**src/rtl/am_sample_scheduler.sv**
```systemverilog
// am_sample_scheduler: pulls stream samples and issues exactly one per PWM frame of clks_per_pwm_step*pwm_steps clocks.
module am_sample_scheduler #(
  parameter int DATA_W   = 8,
  parameter int MIDSCALE = 128,
  parameter int UCNT_W   = 16
) (
  input  logic              clk,
  input  logic              rst,
  input  logic              enable,
  input  logic [7:0]        clks_per_pwm_step,
  input  logic [7:0]        pwm_steps,
  input  logic              underrun_mode,
  input  logic [DATA_W-1:0] s_data,
  input  logic              s_valid,
  output logic              s_ready,
  output logic [DATA_W-1:0] sample,
  output logic              new_sample,
  output logic [UCNT_W-1:0] underrun_count,
  output logic              busy
);
  typedef enum logic [1:0] {IDLE, PRIME, ISSUE, RUN} state_t;
  localparam logic [DATA_W-1:0] MID = DATA_W'(MIDSCALE);
  state_t state_q, state_d;
  logic [DATA_W-1:0] hold_q, hold_d, sample_q, sample_d;
  logic hold_full_q, hold_full_d, new_q, new_d, xfer;
  logic [15:0] cnt_q, cnt_d, n;
  logic [UCNT_W-1:0] ucnt_q, ucnt_d;
  assign n = 16'(clks_per_pwm_step) * 16'(pwm_steps);
  assign s_ready = state_q == PRIME || (state_q == RUN && !hold_full_q);
  assign xfer = s_valid && s_ready;
  assign busy = state_q != IDLE;
  assign sample = sample_q;
  assign new_sample = new_q;
  assign underrun_count = ucnt_q;
  always_comb begin
    state_d = state_q;
    hold_d = hold_q;
    hold_full_d = hold_full_q;
    sample_d = sample_q;
    new_d = 1'b0;
    cnt_d = cnt_q;
    ucnt_d = ucnt_q;
    if (!enable) begin
      state_d = IDLE;
      hold_full_d = 1'b0;
    end else begin
      case (state_q)
        IDLE: state_d = n != 16'd0 ? PRIME : IDLE;
        PRIME: if (xfer) begin
          hold_d = s_data;
          hold_full_d = 1'b1;
          state_d = ISSUE;
        end
        ISSUE: begin
          new_d = 1'b1;
          sample_d = hold_q;
          hold_full_d = 1'b0;
          cnt_d = n - 16'd1;
          state_d = n == 16'd0 ? IDLE : RUN;
        end
        RUN: if (cnt_q == 16'd0) begin
          // Frame boundary: the frame length is re-read here so config changes land only on issues
          new_d = 1'b1;
          cnt_d = n - 16'd1;
          state_d = n == 16'd0 ? IDLE : RUN;
          if (hold_full_q) begin
            sample_d = hold_q;
            hold_full_d = 1'b0;
          end else if (xfer) begin
            sample_d = s_data;
          end else begin
            sample_d = underrun_mode ? MID : sample_q;
            ucnt_d = &ucnt_q ? ucnt_q : ucnt_q + UCNT_W'(1);
          end
        end else begin
          cnt_d = cnt_q - 16'd1;
          if (xfer) begin
            hold_d = s_data;
            hold_full_d = 1'b1;
          end
        end
        default: state_d = IDLE;
      endcase
    end
  end
  always_ff @(posedge clk or posedge rst) begin
    if (rst) begin
      state_q <= IDLE;
      hold_q <= '0;
      hold_full_q <= 1'b0;
      sample_q <= MID;
      new_q <= 1'b0;
      cnt_q <= '0;
      ucnt_q <= '0;
    end else begin
      state_q <= state_d;
      hold_q <= hold_d;
      hold_full_q <= hold_full_d;
      sample_q <= sample_d;
      new_q <= new_d;
      cnt_q <= cnt_d;
      ucnt_q <= ucnt_d;
    end
  end
endmodule

```
**config.mk**
```make
export PLATFORM = sky130hd
export DESIGN_NAME = am_sample_scheduler
export DESIGN_NICKNAME = d
export VERILOG_FILES = /design/src/rtl/am_sample_scheduler.sv
export SDC_FILE = /design/constraint.sdc
export NUM_CORES = 1
export LEC_CHECK = 0
export ABC_AREA = 0
export CORE_UTILIZATION = 32
export CTS_BUF_LIST = sky130_fd_sc_hd__clkbuf_8
export CTS_CLUSTER_DIAMETER = 200
export DETAILED_ROUTE_END_ITERATION = 6
export PLACE_DENSITY = 0.57
export SKIP_CTS_REPAIR_TIMING = 1
export SLEW_MARGIN = 25
export SYNTH_ARGS = -nofsm -noshare
export SYNTH_HDL_FRONTEND = slang
export SYNTH_SLANG_ARGS = --single-unit
```
**constraint.sdc**
```tcl
create_clock -name clk -period 2.2 [get_ports clk]
set_input_delay 0.44 -clock clk [delete_from_list [all_inputs] [get_ports clk]]
set_output_delay 0.44 -clock clk [all_outputs]
set_load 0.05 [all_outputs]
```
* After elaboration in Yosys (flattened, before gate mapping) *
Index checks and enable logic that the tools add are counted.

word-level totals
  register bits after elaboration = 52
  input bits = 29
  output and inout port bits = 27

cells by class
  add/sub/neg operators = 3
  $mul = 1
  equal/unequal tests = 9
  mux-type cells = 23
  bitwise gates (word level) = 3
  reduce and logical (&&, ||, !) cells = 17

operator list
  cell                                                number
  2-to-1 mux 8 bit                                    6
  logical NOT 16 bit                                  2
  one-hot mux 16 bit (2 select lines)                 1
  one-hot mux 8 bit (2 select lines)                  2
  subtractor 16 x 1 -> 16 bit, second input constant  2
  adder 16 x 1 -> 16 bit, second input constant       1
  multiplier 8 x 8 -> 16 bit                          1
  2-to-1 mux 16 bit                                   1
  AND reduction 16 bit                                1
  nonzero test 16 bit                                 1
  2-to-1 mux 2 bit                                    4
  one-hot mux 2 bit (4 select lines)                  1
  2-to-1 mux 1 bit                                    6
  AND reduction 6 bit                                 1
  nonzero test 2 bit                                  3
  == test 2 bit, second input constant                2
  != test 4 x 1 -> 1 bit, second input constant       1
  != test 4 bit, second input constant                1
  AND reduction 2 bit                                 2
  AND reduction 4 bit                                 1
  != test 3 x 2 -> 1 bit, second input constant       1
  != test 3 bit, second input constant                1
  NOT 1 bit                                           3
  one-hot mux 1 bit (3 select lines)                  1
  other kinds (9)                                     10

* Depth between registers and ports, before layout *
Gate-level depths: netlist of the first run.

  word-level depth = 8
  gate-level depth with buffers = 17
  depth with buffers taken out = 16

* Least setup slack after synthesis of the first run *
Ideal clock, no wire load.

  path kind = input port to flip-flop
  start point = in pwm_steps[7]
  end point = reg cnt_q[13]
  arrival time = 4.544 ns
  data required time = 2.074 ns
  setup slack = -2.470 ns
  stages on the path = 15
  path through = nand2_1 -> fa_1 -> fa_1 -> fa_1 -> fa_1 -> inv_1 -> ha_1 -> buf_6 -> and3_1 -> a221o_1 -> a211oi_4 -> xnor2_1 -> nand4bb_1 -> xor2_1 -> a221o_1

between the ends
  cells in the longest elaborated chain, start to end = 4

RTL lines
  what                                     line    text
  start, declared                          11      input logic [7:0] pwm_steps,
  multiplier 8 x 8 -> 16 bit (*)           28      assign n = 16'(clks_per_pwm_step) * 16'(pwm_steps);
  subtractor 16 x 1 -> 16 bit (*)          58, 64
  2-to-1 mux 16 bit                        61      RUN: if (cnt_q == 16'd0) begin
  one-hot mux 16 bit (2 select lines) (*)  47      case (state_q)
  end signal, assigned                     101     cnt_q <= cnt_d;
  end, declared                            26      logic [15:0] cnt_q, cnt_d, n;

Mark *: on every way between the ends. The rest lies on a longest branch, timed or not.
A chain may end at the register's enable or synchronous reset.

* Final worst setup path of the first run *
  start point = in clks_per_pwm_step[2]
  end point = reg cnt_q[13]

between the ends
  cells in the longest elaborated chain, start to end = 4

RTL lines
  what                                     line    text
  start, declared                          10      input logic [7:0] clks_per_pwm_step,
  multiplier 8 x 8 -> 16 bit (*)           28
  subtractor 16 x 1 -> 16 bit (*)          58, 64
  2-to-1 mux 16 bit                        61
  one-hot mux 16 bit (2 select lines) (*)  47

Marks and branches as above.

==> impl_results.md, run 1 <==
- Die H: around 130 um
- Share of layout cells above drive strength 1: 0.360
- Synth warn: 0
- Initial antenna violation count: 0
- Seq cells post-synth: 52
- Combinational share of power: 0.761
- Top cell type by total area after synthesis: dfrtp_1
- Setup-failing EPs final: 15
- RSZ-0062 raised after global routing: yes
- Vias in the first global route: 4988
- First-pass GRT wire length: between 20000 and 25000 um
- Post-synth EDFFs: 0
- Largest net degree at the start of global routing: 53
- Final Cycle Share: 2.00
- Register area share after synthesis: 0.237
- Internal: 4900 uW
- Relative slew slack: 0.476
- Crit Path Class: primary input to register
- Num rows: 47
- Clock Skew: around 0.010 ns
- Asr flop ratio synth: 1.00
- CTS Buf Count: 5
- Antenna-violating nets left: 0
- CTS Root Cell: clkbuf_8
- CP peak stage delay: roughly 0.56 ns
- Synth top area cells: dfrtp_1 23%, fa_1 13%, ha_1 9.1%
- Initial DRC Count: between 150 and 200
- Met2 wire length: approximately 7100 um
- Slack of the critical path: -2.21 ns
- Worst Setup Start Kind: primary input
- Synthesized area per cell: between 9 and 10 um^2
- Placed inst area: between 0.007 and 0.008 mm^2
- Area delta synth->final: 43.9%
- Commonest non-fill, non-tap cell in the layout: buf_4
- Fin crit period: approximately 4.4 ns
- Gpl congestion: 0.813
- Max Root-Sink Buffers: 2
- WL met3: 140 um
- Commonest cells after routing, fill and taps aside: 114 x buf_4, 66 x nand2_1, 52 x inv_1, 46 x dfrtp_1, 37 x clkdlybuf4s50_1
- Worst path bufs/invs: 3
- Compound-gate portion of the synthesized area: 0.152
- Max Fclk: roughly 230 MHz
- Synth Area in Simple Gates: 0.226
- Max-cap violations: 0
- Port bufs: 55
- Depth of the CTS H-tree: 2
- Endpoints failing hold: 0
- Post-route DRC violation count: 0
- WL met1: ~6300 um
- Hold WC Path Type: primary input to async pin
- Top delay family on crit path: adder cells
- CTS tree: yes
- Top cell type's share of synthesized area: 0.232
- Yosys cell types: 80
- Via density: between 4 and 5
- Critical Path Fanout Max: 5
- Worst VDD drop: 0.000610 V
- IO Count: 56
- Area of the multi-input gates: 0.00446 mm^2
- Reg clk slew, reported paths: about 0.10 ns
- Filler instances: approximately 1600
- Mapped Cells: about 600
- Clk_lat worst skew: slightly above 0.3 ns
- WL per Instance: roughly 14 um
- Congestion Overflow GR: 0
- Worst slack, placed: -3.03 ns
- Register area: between 0.001 and 0.0015 mm^2
- Die Area: approximately 0.018 mm^2
- Switching share of power: 0.433
- Most used cell, CP: fa_1
- Via count of the routed design: 4922
- Slowest CP cell: fa_1
- Reg power frac: 0.163
- Syn Nets: slightly above 700
- Ys flop type: dfrtp_1
- CP Capture Type: register
- Final instance area: between 0.007 and 0.008 mm^2
- Final WL: about 14000 um
- Final Util: 0.474
- Highest Signal Layer: met4
- Fraction of synthesized cell area in xor and xnor cells: 0.0512
- Mapped cell area: ~0.0055 mm^2
- Die width: about 130 um
- Fin nets: about 900
- GRT Overall Usage: 0.158
- Cell Chain, Critical Path: buf_6 -> buf_8 -> nand2_8 -> fa_1 -> fa_1 -> fa_1 -> fa_1 -> inv_2 -> ha_4 -> and3_4 -> a221o_1 -> a211oi_4 -> xnor2_1 -> nand4bb_1 -> xor2_1 -> a221o_1
- Failing checks: setup timing
- Synth Area in Adders: 0.222
- Main combinational cell family by area after synthesis: simple AND/OR/NAND/NOR gates
- Final Power: between 8000 and 9000 uW
- Detailed Routing Iterations Pass 1: 4
- Hold slack: 0.478 ns
- Max-slew violation count: 0
- Power density over the cells: 1090 mW/mm^2
- Req. time, crit path: between 2 and 2.5 ns
- ANT cells: 0
- Mux cell area share after synthesis: 0.0518
- Run status: complete, but fails checks
- Clk sinks: 52
- Core Area: 0.0167 mm^2
- Data arrival time of the worst path: 4.60 ns
- Initial Util: 0.329
- Slew of the pin with the lowest slew margin: between 0.7 and 0.8 ns
- Leak Pwr: 0.00358 uW
- Detailed-placement wirelength estimate: 10900 um
- Net load switching power: between 3000 and 4000 uW
- Clk network pwr share: 0.076
==> worst paths after layout <==
| kind | endpoint | from | slack (ns) | depth (start not counted) |
|---|---|---|---|---|
| max | cnt_q[13]$_DFFE_PP0P_ | clks_per_pwm_step[2] | -2.21 | 16 |
| min | sample[2]$_DFFE_PP0P_ | rst | 0.48 | 3 |
| max reg2reg | cnt_q[7]$_DFFE_PP0P_ | cnt_q[1]$_DFFE_PP0P_ | -0.01 | 9 |
| min reg2reg | underrun_count[7]$_DFFE_PP0P_ | underrun_count[7]$_DFFE_PP0P_ | 0.48 | 1 |
| max in group asynchronous | sample[7]$_DFFE_PP1P_ | rst | 1.44 | 3 |
| min in group clk | underrun_count[7]$_DFFE_PP0P_ | underrun_count[7]$_DFFE_PP0P_ | 0.48 | 1 |
==> power groups by stage <==
stage / registers [uW] / clock network, uW / logic [uW]
6_report: 1410 / 655 / 6570
4_1_cts: 1400 / 670 / 5490
2_1_floorplan: 1640 / 0 / 3490
3_5_place_dp: 1420 / 0 / 5450
3_3_place_gp: 1410 / 0 / 5340
5_1_grt: 1440 / 704 / 7170
==> cell families after synthesis <==
kind of cell / count (synthesis)
AND/OR/NAND/NOR: 236
flip-flops: 52
AO/OA/AOI/OAI: 113
XOR/XNOR: 30
buffers and inverters: 77
multiplexers: 23
adder cells (fa/ha/maj): 76
==> registers in the layout, summed over array words and instances (netlist names) <==
register        cells
cnt_q              16
hold_full_q         1
hold_q              8
new_sample          1
sample              8
state_q             2
underrun_count     16
==> through the flow <==
stage,cells,setup TNS (ns)
CTS,984,-35.46
global route,998,-28.77
detailed placement,976,-41.08
global placement,976,-39.89
floorplan,607,-24.83
finish,998,-26.86
==> Yosys cell counts (all sizes together), types with 4 or more instances <==
cell type  instances
fa                36
and2              39
xnor2             21
nor3              13
clkbuf             8
nor2              39
a211oi             9
ha                40
dfrtp             51
nand3b             7
nand3             16
o21ai             30
and4               4
nand2             73
and3               9
mux2              20
buf                9
a21oi             24
or3                4
nand2b             5
o211ai             4
xor2               9
inv               60
nand4             13
a21o               5
==> worst min-delay path: cells and delay by family <==
family	cells	cell delay (ns)
buffers and inverters	3	0.75
==> layer usage <==
layer  vias to the layer above  global-route usage
met1                      2428               0.208
met4                         0              0.0303
li1                       2447                   -
met3                         8              0.0133
met2                        39               0.282
met5                         -                   0
==> area by class of cell <==
class	instances	area share
Tap cell	220	0.0348
Timing Repair Buffer	180	0.194
Inverter	60	0.0291
Clock inverter	3	0.00490
Clock buffer	5	0.00869
Sequential cell	52	0.165
Multi-Input combinational cell	478	0.564
Note: power is estimated with default switching activity, not from simulation.
==> run 2: changes to the inputs <==
--- a/config.mk
+++ b/config.mk
@@ -5,7 +5,6 @@
 export SDC_FILE = /design/constraint.sdc
 export NUM_CORES = 1
 export LEC_CHECK = 0
-export ABC_AREA = 0
 export CORE_UTILIZATION = 32
 export CTS_BUF_LIST = sky130_fd_sc_hd__clkbuf_8
 export CTS_CLUSTER_DIAMETER = 200
==> results of run 2 <==
Same layout as run 1: the final DEF is identical, and so are final timing and power.
